`src/rtl/pic16_pkg.sv`:
```
// Shared constants for the PIC16 interrupt controller: INTCON address and bit
// positions, default vector and the interrupt sequencer state encoding.
package pic16_pkg;

  localparam logic [6:0]  A_INTCON   = 7'h0B;
  localparam logic [12:0] INT_VECTOR = 13'h0004;

  localparam int GIE  = 7;
  localparam int PEIE = 6;
  localparam int T0IE = 5;
  localparam int INTE = 4;
  localparam int RBIE = 3;
  localparam int T0IF = 2;
  localparam int INTF = 1;
  localparam int RBIF = 0;

  typedef enum logic [1:0] {
    IDLE = 2'd0,
    PEND = 2'd1,
    ISR  = 2'd2
  } pic16_state_e;

endpackage

```
`src/rtl/pic16_edge_sync.sv`:
```
// Multi-flop synchronizer for asynchronous pins plus a history flop that
// turns the synchronized value into single-cycle rise/fall pulses.
module pic16_edge_sync #(
  parameter int WIDTH       = 1,
  parameter int SYNC_STAGES = 2
) (
  input  logic             CLK,
  input  logic             RST,
  input  logic [WIDTH-1:0] d,
  output logic [WIDTH-1:0] sync,
  output logic [WIDTH-1:0] rise,
  output logic [WIDTH-1:0] fall
);

  logic [SYNC_STAGES-1:0][WIDTH-1:0] stage_q;
  logic [WIDTH-1:0]                  hist_q;

  // stage_q[0] samples the raw pin; the top stage is the metastability-safe copy.
  always_ff @(posedge CLK or posedge RST) begin
    if (RST) begin
      stage_q <= '0;
      hist_q  <= '0;
    end else begin
      stage_q <= {stage_q[SYNC_STAGES-2:0], d};
      hist_q  <= stage_q[SYNC_STAGES-1];
    end
  end

  assign sync = stage_q[SYNC_STAGES-1];
  assign rise = sync & ~hist_q;
  assign fall = ~sync & hist_q;

endmodule

```
`src/rtl/pic16_int_ctrl.sv`:
```
// PIC16 interrupt controller: owns INTCON, collects TMR0/INT/RB-change flags and
// sequences interrupt entry/exit with the core (IRQ -> IRQ_ACK -> RETFIE).
module pic16_int_ctrl
  import pic16_pkg::*;
#(
  parameter int          SYNC_STAGES = 2,
  parameter logic [12:0] VECTOR      = INT_VECTOR
) (
  input  logic        CLK,
  input  logic        RST,
  input  logic        F_W,
  input  logic [8:0]  EA,
  input  logic [7:0]  WDATA,
  input  logic        RD_PORTB,
  input  logic        T0IF_SET,
  input  logic        INT_PIN,
  input  logic        INTEDG,
  input  logic [3:0]  RB_IN,
  input  logic [3:0]  TRISB_HI,
  input  logic        SLEEP,
  input  logic        IRQ_ACK,
  input  logic        RETFIE,
  output logic [7:0]  INTCON_Q,
  output logic        IRQ,
  output logic [12:0] VEC,
  output logic        WAKE
);

  // Handshake: IRQ stays high while the sequencer is in PEND. The core answers
  // with a one-cycle IRQ_ACK (honoured only in PEND) and later a one-cycle RETFIE.

  pic16_state_e state_q, state_n;
  logic [7:0]   intcon_q, intcon_n;
  logic [3:0]   rb_latch_q;
  logic         irq_d, wake_d, ack_ok, pending, gie, wr_intcon;

  logic       int_sync, int_rise, int_fall, int_evt;
  logic [3:0] rb_sync, rb_rise, rb_fall, rb_mis;
  logic       unused_ok;

  pic16_edge_sync #(.WIDTH(1), .SYNC_STAGES(SYNC_STAGES)) u_int_sync (
    .CLK(CLK), .RST(RST), .d(INT_PIN),
    .sync(int_sync), .rise(int_rise), .fall(int_fall)
  );

  pic16_edge_sync #(.WIDTH(4), .SYNC_STAGES(SYNC_STAGES)) u_rb_sync (
    .CLK(CLK), .RST(RST), .d(RB_IN),
    .sync(rb_sync), .rise(rb_rise), .fall(rb_fall)
  );

  // EA[8:7] are bank bits; INTCON is mirrored in every bank.
  assign unused_ok = &{1'b0, EA[8:7], int_sync, rb_rise, rb_fall};

  assign wr_intcon = F_W && (EA[6:0] == A_INTCON);
  assign pending   = |(intcon_q[T0IE:RBIE] & intcon_q[T0IF:RBIF]);
  assign gie       = intcon_q[GIE];
  assign int_evt   = INTEDG ? int_rise : int_fall;
  assign rb_mis    = (rb_sync ^ rb_latch_q) & TRISB_HI;

  // Hardware sets and GIE sequencing are applied after the software write so they win.
  always_comb begin
    intcon_n = intcon_q;
    if (wr_intcon)  intcon_n       = WDATA;
    if (T0IF_SET)   intcon_n[T0IF] = 1'b1;
    if (int_evt)    intcon_n[INTF] = 1'b1;
    if (|rb_mis)    intcon_n[RBIF] = 1'b1;
    if (ack_ok)     intcon_n[GIE]  = 1'b0;
    else if (RETFIE) intcon_n[GIE] = 1'b1;
  end

  always_ff @(posedge CLK or posedge RST) begin
    if (RST) begin
      state_q    <= IDLE;
      intcon_q   <= 8'h00;
      rb_latch_q <= 4'h0;
      IRQ        <= 1'b0;
      WAKE       <= 1'b0;
    end else begin
      state_q  <= state_n;
      intcon_q <= intcon_n;
      IRQ      <= irq_d;
      WAKE     <= wake_d;
      if (RD_PORTB) rb_latch_q <= rb_sync;
    end
  end

  always_comb begin
    state_n = state_q;
    case (state_q)
      IDLE:    if (gie && pending) state_n = PEND;
      PEND: begin
        if (IRQ_ACK)                 state_n = ISR;
        else if (!(gie && pending))  state_n = IDLE;
      end
      ISR:     if (RETFIE) state_n = IDLE;
      default: state_n = IDLE;
    endcase
  end

  // ISR never requests, so a GIE set by software inside the handler cannot nest.
  always_comb begin
    ack_ok = (state_q == PEND) && IRQ_ACK;
    irq_d  = (state_n == PEND);
    wake_d = SLEEP && pending;
  end

  assign INTCON_Q = intcon_q;
  assign VEC      = VECTOR;

endmodule

```
`config.mk`:
```
export PLATFORM = sky130hd
export DESIGN_NAME = pic16_int_ctrl
export DESIGN_NICKNAME = d
export VERILOG_FILES = /design/src/rtl/pic16_pkg.sv /design/src/rtl/pic16_edge_sync.sv /design/src/rtl/pic16_int_ctrl.sv
export SDC_FILE = /design/constraint.sdc
export NUM_CORES = 1
export LEC_CHECK = 0
export CORE_UTILIZATION = 25
export CTS_BUF_LIST = sky130_fd_sc_hd__clkbuf_4 sky130_fd_sc_hd__clkbuf_8
export DETAILED_ROUTE_END_ITERATION = 10
export SYNTH_ARGS = -nofsm -noshare
export SYNTH_HDL_FRONTEND = slang
export SYNTH_SLANG_ARGS = --single-unit
```
`constraint.sdc`:
```
create_clock -name CLK -period 1.55 [get_ports CLK]
set_clock_uncertainty 0.15 [all_clocks]
set_input_delay 0.31 -clock CLK [delete_from_list [all_inputs] [get_ports CLK]]
set_output_delay 0.31 -clock CLK [all_outputs]
set_load 0.05 [all_outputs]
```
==> results of run 1 <==
## layout by cell type (no fill, tap or decap), drive strengths merged, types with 2 or more instances in the layout
cell,Yosys,final
buf,13,19
a21oi,2,2
clkdlybuf4s50,0,24
inv,2,2
conb,2,13
nand3,4,4
nand2,2,2
dlygate4sd2,0,5
xor2,4,4
mux2,8,8
a22oi,2,2
o21ai,4,4
dfrtp,27,27
a2111oi,2,2
nor2,3,3
clkbuf,0,3
## registers in the layout, summed over array words and instances (netlist names)
name / flops
WAKE: 1
u_int_sync.sync: 1
IRQ: 1
u_int_sync.stage_q: 1
u_rb_sync.sync: 4
INTCON_Q: 8
rb_latch_q: 4
u_int_sync.hist_q: 1
u_rb_sync.stage_q: 4
state_q: 2
## per-stage QoR
step	power, mW	hold slack [ps]	worst slack [ps]
3_3_place_gp	1.297	183.3	-497.1
6_report	1.681	203.9	14.08
4_1_cts	1.704	206.8	28.46
2_1_floorplan	1.085	181.2	-47.59
5_1_grt	1.766	211.6	16.78
3_5_place_dp	1.309	185.5	-543.7
## layout make-up
class	count	area, um^2	share of cell area, %
clock inverter	1	5.005	0.2857
inverter	2	7.507	0.4286
sequential	27	675.6	38.57
multi-input combinational	55	400.4	22.86
tap	52	65.06	3.714
clock buffer	3	41.29	2.357
timing repair buffer	49	556.8	31.79
## kinds of logic (layout without fill, tap and decap cells)
kind of cell,Yosys count,after routing,synth area share (%)
simple gates,18,18,11.46
buf+inv,15,55,9.344
flops,27,27,60.07
mux,8,8,8.009
other cells,2,13,0.6677
compound gates,12,12,7.342
xor+xnor,4,4,3.114
## worst max-delay path: cells and delay by family
kind | cells | cell delay (ps)
muxes | 1 | 320
and+or+nand+nor | 2 | 720
buffers and inverters | 1 | 190
## worst paths after layout
path	from	end	cells past startpoint
setup / recovery	EA[5]	INTCON_Q[4]$_DFFE_PP0P_	4
hold / removal	u_int_sync.stage_q[0]$_DFF_PP0_	u_int_sync.sync$_DFF_PP0_	0
setup reg to reg	INTCON_Q[3]$_DFFE_PP0P_	IRQ$_DFF_PP0_	2
hold reg to reg	u_int_sync.stage_q[0]$_DFF_PP0_	u_int_sync.sync$_DFF_PP0_	0
max in group asynchronous	RST	INTCON_Q[4]$_DFFE_PP0P_	3
min in group asynchronous	RST	u_rb_sync.stage_q[1]$_DFF_PP0_	3
## report_power, final
part	internal [mW]	leakage, nW	switching (mW)	total, mW
logic	0.223	0.430	0.242	0.465
registers	0.767	0.319	0.0567	0.824
clock network	0.180	0.0255	0.212	0.392
## layer usage
metal	vias to the layer above	global-route usage, %
li1	379	-
met1	369	12.75
met2	39	14.89
met3	3	2.632
met4	0	4.762
met5	-	0
## repair_timing
item	in CTS	in global routing
endpoints found under the setup margin	8	0
hold buffers	0	0
resized for setup	19	0
==> flow_summary_export.csv, run 1 <==
group,metric,value,unit
run_status,outcome,"finished clean",
cells_and_area,fin_nets,173,
setup_path,slowest_delay,510,ps
die,initial_utilization,26.01,%
drt,top_layer,"met4",
setup_path,cp_max_fo,4,
global_routing,first_global_vias,814,
placed_design,numPortBuffers,42,
hold_path,min_path_type,"reg -> reg",
sta,fmax,0.6511,GHz
cells_and_area,area_growth_syn_to_layout,55.73,%
cts,cts_setup_buffers,0,
die,die_area,0.004771,mm^2
synthesis,synthFlopType,"dfrtp_1",
cells_and_area,fill_cells,411,
placed_design,dp_cells,185,
sta,rsz0062_at_grt,"false",
synthesis,ys_seq_area_share,60.07,%
placed_design,detailed_place_hpwl,1826,um
drt,final_antenna_net_count,0,
global_routing,gr-total-overflow,0,
setup_path,cpMaxStageDelayCell,"or4b_4",
synthesis,syn_area_per_cell,13.08,um^2
setup_path,ff2ff_setup_slack,130,ps
global_routing,grt_pass1_wl,3670,um
synthesis,synthTopCellsByArea,"dfrtp_1 (60%), buf_4 (8.7%), mux2_2 (8.0%), xor2_1 (3.1%), nand3_1 (1.8%)",
drt,m1WireLength,989,um
synthesis,synth_top_cell_by_area,"dfrtp_1",
synthesis,syn_inst,86,
cts,cts_tree,"done",
drt,num_vias,790,
synthesis,synth_most_common_cell,"dfrtp_1",
power,p_per_area,959.9,mW/mm^2
setup_path,critPathLaunchType,"primary input",
setup_path,arrival,1550,ps
sta,min_period,1536,ps
synthesis,synthTopCellsByCount,"dfrtp_1 (27), buf_4 (13), mux2_2 (8)",
setup_path,cp_cell_sequence,"clkdlybuf4s15_1, or4b_4, nor2_4, mux2_4",
global_routing,track_usage,9.754,%
synthesis,ys.warnings.count,0,
die,rows,24,
die,die_h,69.08,um
cts,clk_path_buf_depth,2,
global_routing,grt_max_degree,28,
cells_and_area,n_antenna_cell,0,
drt,drc,0,
synthesis,async_flop_share,100.0,%
synthesis,ys_types,25,
cells_and_area,layout-drive-gt1-share,24.82,%
sta,fin_tns_setup,0,ps
power,ir_worst_vdd,0.5929,mV
cells_and_area,design_area,0.001752,mm^2
die,dieWidth,69.08,um
drt,drt_wl_total,2243,um
setup_path,critical_path_class,"in -> reg",
die,io_pins,58,
setup_path,required,1560,ps
cts,clk_latency,270,ps
sta,hold_viol,0,
drt,route.met2.wl,1056,um
cells_and_area,fin_cells,189,
cts,htree_num_levels,1,
sta,report.final.slew_viol_count,0,
placed_design,gp_congestion,0.6736,
die,core_area,0.004324,mm^2
setup_path,critPathCaptureType,"flop",
synthesis,synth_top_area_share,60.07,%
drt,viasPerCell,4.180,
drt,wl_met3,160,um
cts,cts.sink_count,27,
synthesis,ys_ff_latch,27,
drt,first_iter_violations,8,
sta,setup_viol,0,
drt,drt-pass1-iter-count,4,
drt,routedWlPerCell,11.87,um
global_routing,antenna_found_initial,0,
sta,tightestPinTransition,502.9,ps
cts,clk_pin_slew,90,ps
cells_and_area,postLayoutCoreUtil,40.51,%
synthesis,synth_area,0.001125,mm^2
sta,slew_headroom,66.47,%
placed_design,dpl_cell_area,0.001707,mm^2
run,maxCapViolations,0,
synthesis,synth-edff-count,0,
cts,cts_root_buf,"clkbuf_8",
sta,post-route-period-util,99.09,%
power,power_leakage,0.7739,nW
cts,cts_buffers,3,
(Power assumes the default switching activity.)
==> run 2, diff against run 1 <==
- clock period: 1.55 -> 1.8 ns (I/O delays scaled with it)
==> run 2 against run 1 <==
Critical endpoint is now INTCON_Q[6]$_DFFE_PP0P_. Power shrank 17%. Largest cell class unchanged. Count of clock-buffer cells in the layout is the same. Sequential power shrank 15%.
==> flow_summary_export.csv, run 2 (synthesis results as in run 1) <==
group,metric,value,unit
drt,drt-pass1-iter-count,4,
sta,rsz0062_at_grt,"false",
cells_and_area,fill_cells,424,
placed_design,post-place-ws,-354.8,ps
cells_and_area,final_common_cell,"clkdlybuf4s50_1",
cells_and_area,largest_reg_flops,8,
cells_and_area,layout_common_cells,"clkdlybuf4s50_1 (28), dfrtp_1 (27), buf_4 (16), conb_1 (13)",
global_routing,gr-usage-met1,12.95,%
cts,cts_buffers,3,
sta,setup_viol,0,
hold_path,min_path_cells,0,
sta,whs,205.6,ps
cells_and_area,layout-drive-gt1-share,23.91,%
setup_path,required,1800,ps
die,core_area,0.004324,mm^2
drt,routedWlPerCell,11.58,um
hold_path,worstHoldStart,"u_rb_sync.stage_q[0]$_DFF_PP0_",
cells_and_area,fin_nets,174,
global_routing,gr-total-overflow,0,
setup_path,critPathCaptureType,"flop",
cts,cts_setup_buffers,0,
drt,drt_wl_total,2201,um
placed_design,gp_congestion,0.7942,
drt,viasPerCell,4.142,
setup_path,r2r_start,"INTCON_Q[3]$_DFFE_PP0P_",
setup_path,reg2reg_depth,2,
cells_and_area,multi_input_area,400.4,um^2
cts,cts_tree,"done",
cts,htree_num_levels,1,
cells_and_area,area_growth_syn_to_layout,49.05,%
power,power_leakage,0.7434,nW
cts,ctsHoldBuffers,0,
setup_path,critPathLaunchType,"primary input",
global_routing,grt_max_degree,28,
drt,final_antenna_net_count,0,
global_routing,antenna_found_initial,0,
sta,layout_setup_ws,119.7,ps
power,p_per_area,830.8,mW/mm^2
cells_and_area,design_area,0.001677,mm^2
cts,clk_pin_slew,90,ps
drt,num_vias,787,
die,die_h,69.08,um
sta,slew_headroom,66.11,%
power,ir_worst_vdd,0.5248,mV
global_routing,grt_use_met2,16.72,%
die,die_area,0.004771,mm^2
setup_path,cp_max_fo,4,
cells_and_area,n_antenna_cell,0,
power,power,1.393,mW
setup_path,worst_r2r_endpoint,"IRQ$_DFF_PP0_",
sta,tightestPinTransition,508.3,ps
global_routing,grt_pass1_wl,3712,um
cts,clk_path_buf_depth,2,
placed_design,numPortBuffers,42,
cts,cts_root_buf,"clkbuf_8",
drt,first_iter_violations,8,
setup_path,critical_path_class,"in -> reg",
sta,report.final.slew_viol_count,0,
die,initial_utilization,26.01,%
sta,min_period,1680,ps
placed_design,dpl_cell_area,0.001614,mm^2
die,rows,24,
global_routing,busiest_layer,"met2",
run,maxCapViolations,0,
setup_path,ff2ff_setup_slack,380,ps
cts,cts.sink_count,27,
drt,drc,0,
global_routing,track_usage,9.601,%
sta,fin_tns_setup,0,ps
cts,clk_latency,260,ps
die,io_pins,58,
global_routing,grt_use_met3,1.754,%
cells_and_area,regArea,675.6,um^2
hold_path,min_to,"u_rb_sync.sync[0]$_DFF_PP0_",
run_status,outcome,"finished clean",
die,dieWidth,69.08,um
sta,hold_viol,0,
setup_path,arrival,1680,ps
global_routing,first_global_vias,789,
sta,fmax,0.5951,GHz
hold_path,min_path_type,"reg -> reg",
placed_design,detailed_place_hpwl,1788,um
sta,post-route-period-util,93.35,%
run 2: cell types whose count changed in the layout (fill, tap and decap cells not counted):
| cell | before | now |
|---|---|---|
| buf_4 | 7 | 16 |
| buf_12 | 10 | 2 |
| clkdlybuf4s50_1 | 24 | 28 |
| buf_2 | 2 | 0 |
| dlygate4sd2_1 | 5 | 3 |
| clkdlybuf4s15_1 | 1 | 0 |
| clkinv_2 | 1 | 0 |
| clkinvlp_4 | 0 | 1 |
| dlymetal6s2s_1 | 0 | 1 |
run 2: critical path, cell delays in order:
cell           delay, ps
dlygate4sd2_1        250
or4b_4               540
nor2_4               210
mux2_4               320
run 2: layout make-up:
type                       count  area share [%]
sequential                    27           40.30
timing repair buffer          50           28.58
multi-input combinational     55           23.88
tap                           52           3.881
clock buffer                   3           2.463
clock inverter                 1          0.4478
inverter                       2          0.4478
run 2: how the worst max path moves through the flow:
stage	start	endpoint	slack, ps	cells after the start
after floorplan	EA[5]	INTCON_Q[3]$_DFFE_PP0P_	130	3
after global placement	EA[5]	INTCON_Q[5]$_DFFE_PP0P_	-320	4
after detailed placement	EA[5]	INTCON_Q[6]$_DFFE_PP0P_	-350	4
after CTS	EA[5]	INTCON_Q[6]$_DFFE_PP0P_	8	4
after global routing	EA[1]	INTCON_Q[6]$_DFFE_PP0P_	60	4
final	EA[4]	INTCON_Q[6]$_DFFE_PP0P_	120	4
run 2: timing repair:
item | in CTS | in global routing
endpoints found under the setup margin | 4 | 6
resized for setup | 7 | 1
pin swaps | 2 | 2
run 2: through the flow:
stage	util, %	cells
detailed placement	37.33	186
global placement	37.33	186
floorplan	-	97
global route	38.77	190
CTS	38.72	190
finish	38.77	190
run 2: where the power goes:
group / total (mW) / switching (mW) / leakage, nW / internal (mW)
clock network: 0.334 / 0.178 / 0.0217 / 0.156
registers: 0.699 / 0.0389 / 0.319 / 0.660
logic: 0.359 / 0.208 / 0.403 / 0.152
run 2: per-layer routing:
| metal | wire length (um) | vias to the layer above |
|---|---|---|
| li1 | - | 382 |
| met1 | 1033 | 369 |
| met2 | 1076 | 36 |
| met3 | 91 | 0 |
| met4 | 0 | 0 |
| met5 | 0 | - |
